==> src/rtl/multi_cycle_controller_pkg.sv <==
// Shared definitions for the multi-cycle controller: opcodes, FSM states and
// instruction field positions.
package multi_cycle_controller_pkg;

  localparam logic [2:0] OP_LI   = 3'd0;
  localparam logic [2:0] OP_HALT = 3'd1;
  localparam logic [2:0] OP_BEQ  = 3'd2;
  localparam logic [2:0] OP_BLT  = 3'd3;
  localparam logic [2:0] OP_ADD  = 3'd4;
  localparam logic [2:0] OP_SUB  = 3'd5;
  localparam logic [2:0] OP_AND  = 3'd6;
  localparam logic [2:0] OP_OR   = 3'd7;

  localparam int OPC_MSB = 31;
  localparam int OPC_LSB = 29;
  localparam int RD_MSB  = 28;
  localparam int RD_LSB  = 26;
  localparam int RS1_MSB = 25;
  localparam int RS1_LSB = 23;
  localparam int RS2_MSB = 22;
  localparam int RS2_LSB = 20;

  typedef enum logic [2:0] {
    S_FETCH,
    S_DECODE,
    S_EXECUTE,
    S_WRITEBACK,
    S_HALT
  } state_t;

endpackage

==> src/rtl/multi_cycle_controller_instr_decoder.sv <==
// Combinational split of the instruction register into register indices,
// zero-extended immediate and instruction class flags.
module multi_cycle_controller_instr_decoder
  import multi_cycle_controller_pkg::*;
#(
  parameter int IMM_W = 20
) (
  input  logic [31:0] ir,
  output logic [2:0]  rd_idx,
  output logic [2:0]  rs1_idx,
  output logic [2:0]  rs2_idx,
  output logic [31:0] imm,
  output logic        is_li,
  output logic        is_halt,
  output logic        is_branch,
  output logic        is_alu
);

  logic [2:0] opcode;

  assign opcode    = ir[OPC_MSB:OPC_LSB];
  assign rd_idx    = ir[RD_MSB:RD_LSB];
  assign rs1_idx   = ir[RS1_MSB:RS1_LSB];
  assign rs2_idx   = ir[RS2_MSB:RS2_LSB];
  assign imm       = {{(32-IMM_W){1'b0}}, ir[IMM_W-1:0]};

  assign is_li     = (opcode == OP_LI);
  assign is_halt   = (opcode == OP_HALT);
  assign is_branch = (opcode == OP_BEQ) || (opcode == OP_BLT);
  assign is_alu    = opcode inside {OP_ADD, OP_SUB, OP_AND, OP_OR};

endmodule

==> src/rtl/multi_cycle_controller.sv <==
// Multi-cycle control FSM: owns PC and IR, sequences fetch/decode/execute/
// writeback and redirects the PC from the ALU branch flag.
//
// state       | meaning
// ------------+------------------------------------------------------------
// S_FETCH     | latch instr_rdata at pc into IR
// S_DECODE    | classify IR; LI -> writeback, HALT -> halt, else execute
// S_EXECUTE   | ALU sees opcode; branches resolve pc from change_pc
// S_WRITEBACK | one-cycle reg_we pulse, pc advances by one
// S_HALT      | absorbing until rst
module multi_cycle_controller
  import multi_cycle_controller_pkg::*;
#(
  parameter int PC_W  = 8,
  parameter int IMM_W = 20
) (
  input  logic            clk,
  input  logic            rst,
  output logic [PC_W-1:0] instr_addr,
  input  logic [31:0]     instr_rdata,
  output logic [2:0]      rs1_idx,
  output logic [2:0]      rs2_idx,
  output logic [2:0]      rd_idx,
  output logic [2:0]      alu_opcode,
  input  logic            change_pc,
  output logic            reg_we,
  output logic            wb_sel,
  output logic [31:0]     imm,
  output logic            halted
);

  localparam logic [PC_W-1:0] PC_ONE = {{(PC_W-1){1'b0}}, 1'b1};

  state_t          state;
  logic [PC_W-1:0] pc;
  logic [31:0]     ir;
  logic            reg_we_q;
  logic            is_li;
  logic            is_halt;
  logic            is_branch;
  logic            is_alu;

  multi_cycle_controller_instr_decoder #(
    .IMM_W (IMM_W)
  ) u_decoder (
    .ir        (ir),
    .rd_idx    (rd_idx),
    .rs1_idx   (rs1_idx),
    .rs2_idx   (rs2_idx),
    .imm       (imm),
    .is_li     (is_li),
    .is_halt   (is_halt),
    .is_branch (is_branch),
    .is_alu    (is_alu)
  );

  assign instr_addr = pc;
  // A reset cycle must never write the register file, even mid-writeback.
  assign reg_we     = reg_we_q & ~rst;

  always_ff @(posedge clk) begin
    if (rst) begin
      state      <= S_FETCH;
      pc         <= '0;
      ir         <= '0;
      reg_we_q   <= 1'b0;
      wb_sel     <= 1'b0;
      halted     <= 1'b0;
      alu_opcode <= OP_LI;
    end else begin
      case (state)
        S_FETCH: begin
          ir         <= instr_rdata;
          alu_opcode <= instr_rdata[OPC_MSB:OPC_LSB];
          state      <= S_DECODE;
        end
        S_DECODE: begin
          if (is_halt) begin
            halted     <= 1'b1;
            alu_opcode <= OP_LI;
            state      <= S_HALT;
          end else if (is_li) begin
            reg_we_q <= 1'b1;
            wb_sel   <= 1'b1;
            state    <= S_WRITEBACK;
          end else if (is_branch || is_alu) begin
            state <= S_EXECUTE;
          end else begin
            state <= S_FETCH;
          end
        end
        S_EXECUTE: begin
          if (is_alu) begin
            reg_we_q <= 1'b1;
            wb_sel   <= 1'b0;
            state    <= S_WRITEBACK;
          end else begin
            // Offset is the low PC_W imm bits; modulo add gives sign extension.
            pc         <= change_pc ? pc + ir[PC_W-1:0] : pc + PC_ONE;
            alu_opcode <= OP_LI;
            state      <= S_FETCH;
          end
        end
        S_WRITEBACK: begin
          reg_we_q   <= 1'b0;
          wb_sel     <= 1'b0;
          pc         <= pc + PC_ONE;
          alu_opcode <= OP_LI;
          state      <= S_FETCH;
        end
        S_HALT: begin
          halted   <= 1'b1;
          reg_we_q <= 1'b0;
        end
        default: state <= S_FETCH;
      endcase
    end
  end

endmodule

==> config.mk <==
export PLATFORM = sky130hd
export DESIGN_NAME = multi_cycle_controller
export DESIGN_NICKNAME = d
export VERILOG_FILES = /design/src/rtl/multi_cycle_controller_pkg.sv /design/src/rtl/multi_cycle_controller_instr_decoder.sv /design/src/rtl/multi_cycle_controller.sv
export SDC_FILE = /design/constraint.sdc
export NUM_CORES = 1
export LEC_CHECK = 0
export ABC_CLOCK_PERIOD_IN_PS = 2350
export CORE_AREA = 2 2 79 81
export CTS_BUF_LIST = sky130_fd_sc_hd__clkbuf_16
export CTS_CLUSTER_DIAMETER = 100
export DETAILED_ROUTE_END_ITERATION = 6
export DIE_AREA = 0 0 81 83
export PLACE_DENSITY_LB_ADDON = 0.25
export SLEW_MARGIN = 10
export SYNTH_ARGS = -nofsm -noshare
export SYNTH_HDL_FRONTEND = slang
export SYNTH_SLANG_ARGS = --single-unit
==> constraint.sdc <==
create_clock -name clk -period 2.35 [get_ports clk]
set_input_delay 0.235 -clock clk [delete_from_list [all_inputs] [get_ports clk]]
set_output_delay 0.235 -clock clk [all_outputs]
set_load 0.01 [all_outputs]
==> results by group <==
Die
  – Ports: 90
  – Die area: 6720 µm²
  – Die Ht: 83 µm
  – CORE AREA: 5820 µm²
  – Starting Density: 45.4%
  – Chip Width: 81 µm
  – Row count: 28

Critical path
  – Worst EP required: 2.54 ns
  – Crit path kind: flop to flop
  – Crit start category: flop
  – CP Data Arrival Time: 2.32 ns
  – Critical path capture point type: flop
  – Reg2reg start: instr_addr[0]
  – CP Launch Point: instr_addr[0]
  – Crit-path max FO: 7

Clocking
  – Root buffer cell: clkbuf_16
  – CTS buffer count: 5
  – Post-CTS resize count: 0
  – Clock buffer depth: 2
  – CTS tree: yes
  – # H-tree levels: 2
  – Worst skew pair latency: 0.28 ns
  – Hold-fix buffers at CTS: 0
  – Clock sinks: 49
  – Post-CTS setup buffer count: 0
  – Reg clk slew, reported paths: 0.07 ns

Final layout
  – Fraction of layout cells with a size suffix above 1: 6.13%
  – Multi-input gate area: 1290 µm²
  – Layout fillers: 544
  – FF/Latch Area: 981 µm²
  – # diodes: 0
  – Area Growth Syn to Fin: 26.5%
  – Post-route cell area: 3340 µm²
  – Nets@finish: 418

Detailed routing
  – Vias per cell: 5.07
  – WL per Instance: 12.9 µm
  – Post-route DRC violation count: 0
  – Via Count: 2282
  – Drt first pass iters: 4
  – Post-route ant nets: 0
  – Initial DRC count: 141
  – Final wirelength: 5790 µm

Yosys
  – Synth top area cells: dfxtp_1 37%, buf_4 12%, nand2_1 10%
  – Share of the synthesized area in the top cell type: 37.2%
  – Seq/Total Area, Yosys: 37.2%
  – Top cells by count, synth: 71 x nand2_1, 49 x dfxtp_1, 46 x a21oi_1, 41 x buf_4, 13 x nor2_1
  – Post-synthesis cell count: 332
  – FF+latch count, synth: 49
  – Synth cell types: 51
  – Async set-reset flop share out of synthesis: 0%
  – Mapped cell area: 2640 µm²
  – Post-synth EDFFs: 0
  – Most frequent cell after synthesis: nand2_1
  – Yosys synthesis warning count: 0
  – Synth area leader: dfxtp_1
  – Synth Area per Inst: 7.95 µm²
  – Most used DFF post-synth: dfxtp_1

Power
  – PwrDens: 789 nW/µm²
  – Net switching power figure: 0.877 mW
  – Int Pwr: 1.76 mW
  – Max VDD drop: 514 µV
  – Pleak: 1.31 nW
  – Tot Pwr: 2.63 mW
  – Logic pwr share: 32.0%
  – Sequential power share: 40.7%
  – Sw Ratio: 33.3%
  – Clock Power Share: 27.2%

STA
  – Slew HR: 60.3%
  – Slew Limit Fails: 0
  – Setup violators final: 0
  – Worst slew pin tran: 0.595 ns
  – Final period util: 90.9%
  – Final Critical Period: 2.14 ns
  – Fin. Hold Viols: 0
  – Fin Setup TNS: 0 ns
  – Setup WS post-layout: 0.215 ns
  – RSZ-0062 raised after global routing: false
  – Hold_ws: 0.405 ns
  – Worst Skew: 0.00454 ns
  – FMAX: 468 MHz

Run
  – Max Cap Violations: 0

Hold path
  – Worst min-delay path category: input pin to flop
  – HP Start: rst

Global route
  – Total gr overflow: 0
  – Initial antenna violation count: 0
  – Vias in the first global route: 2025
  – First-pass GRT wire length: 9570 µm
  – Largest net degree at the start of global routing: 33
  – Tot GR Track Use: 17.6%

Run status
  – Outcome: finished, final reports clean

Placement
  – Setup WS pre-CTS: 0.231 ns
  – Half-perimeter wire length after placement: 4190 µm
  – IO buf count: 77
  – Final GP Congestion: 0.836
  – Placement Cell Area: 3190 µm²
## layout make-up
| cell class | count | share of cell area (%) |
|---|---|---|
| multi-input cells | 229 | 38.7 |
| flip-flops and latches | 49 | 29.4 |
| repair buffers | 81 | 23.8 |
| clock buffers | 5 | 3.75 |
| well taps | 75 | 2.81 |
| inverters | 8 | 0.899 |
| clock inverters | 3 | 0.674 |
## cells in the final DEF, fill, tap and decap left out, drive strengths merged, types with 2 or more instances in the layout
cell type	netlist	routed
o21ai	11	11
nor3	8	8
a22oi	3	3
and2b	3	3
buf	51	5
a21oi	46	46
clkbuf	6	5
xnor2	2	2
a211oi	4	4
a2111oi	3	3
nor2	13	13
conb	1	12
nor2b	3	3
clkdlybuf4s50	0	76
o21a	3	3
a31oi	3	3
o31ai	3	3
xor2	4	4
nand2	72	72
nand3	6	6
inv	8	8
clkinv	0	3
nand2b	4	4
ha	8	8
dfxtp	49	49
or3	2	2
## power by group through the flow
stage | clock network, mW | registers [mW] | logic (mW)
finish | 0.717 | 1.07 | 0.844
detailed placement | 0 | 1.09 | 0.847
floorplan | 0 | 1.05 | 0.633
global route | 0.767 | 1.09 | 0.932
global placement | 0 | 1.09 | 0.838
CTS | 0.735 | 1.07 | 0.852
## worst max-delay path, cell delays in order (launching register included)
cell	delay, ns
dfxtp_1	0.45
ha_1	0.22
inv_1	0.06
fa_1	0.37
and2b_1	0.24
o31ai_1	0.09
a21oi_1	0.17
xnor2_1	0.10
a2111oi_2	0.33
## flip-flops by register name (all words and copies together) (netlist names)
signal      flops
instr_addr      8
alu_opcode      3
reg_we_q        1
ir             32
state           3
wb_sel          1
halted          1
## cell families (layout without fill, tap and decap cells)
family | Yosys count | after routing | synth area share, %
other | 1 | 12 | 0.142
muxes | 1 | 1 | 0.379
AOI/OAI and AO/OA | 82 | 82 | 19.7
DFF | 49 | 49 | 37.2
and+or+nand+nor | 119 | 119 | 20.3
xor gates and xnor gates | 6 | 6 | 1.99
adders and majority gates | 9 | 9 | 4.55
buffers and inverters | 65 | 97 | 15.7
## path summary, 6_finish.rpt
path              slack, ns  depth (start not counted)       endpoint
setup / recovery       0.21                          8  instr_addr[6]
hold / removal         0.41                          2          ir[1]
setup reg to reg       0.21                          8  instr_addr[6]
hold reg to reg        0.46                          2         ir[20]
## layer usage
layer  vias to the layer above  part of all wire [%]  global-route usage (%)  wire length [µm]
li1                       1160                     -                       -                 -
met5                         -                     0                       0                 0
met1                      1060                    45                    23.4              2620
met4                         0                   1.3                    5.55                73
met3                         5                   4.3                    2.83               249
met2                        57                    49                    28.9              2850
## stage by stage
step,std cells,utilization [%]
floorplan,343,-
global placement,442,54.9
detailed placement,442,54.9
CTS,450,57.4
global route,450,57.4
finish,450,57.4
Power figures use the tool's default switching activity.
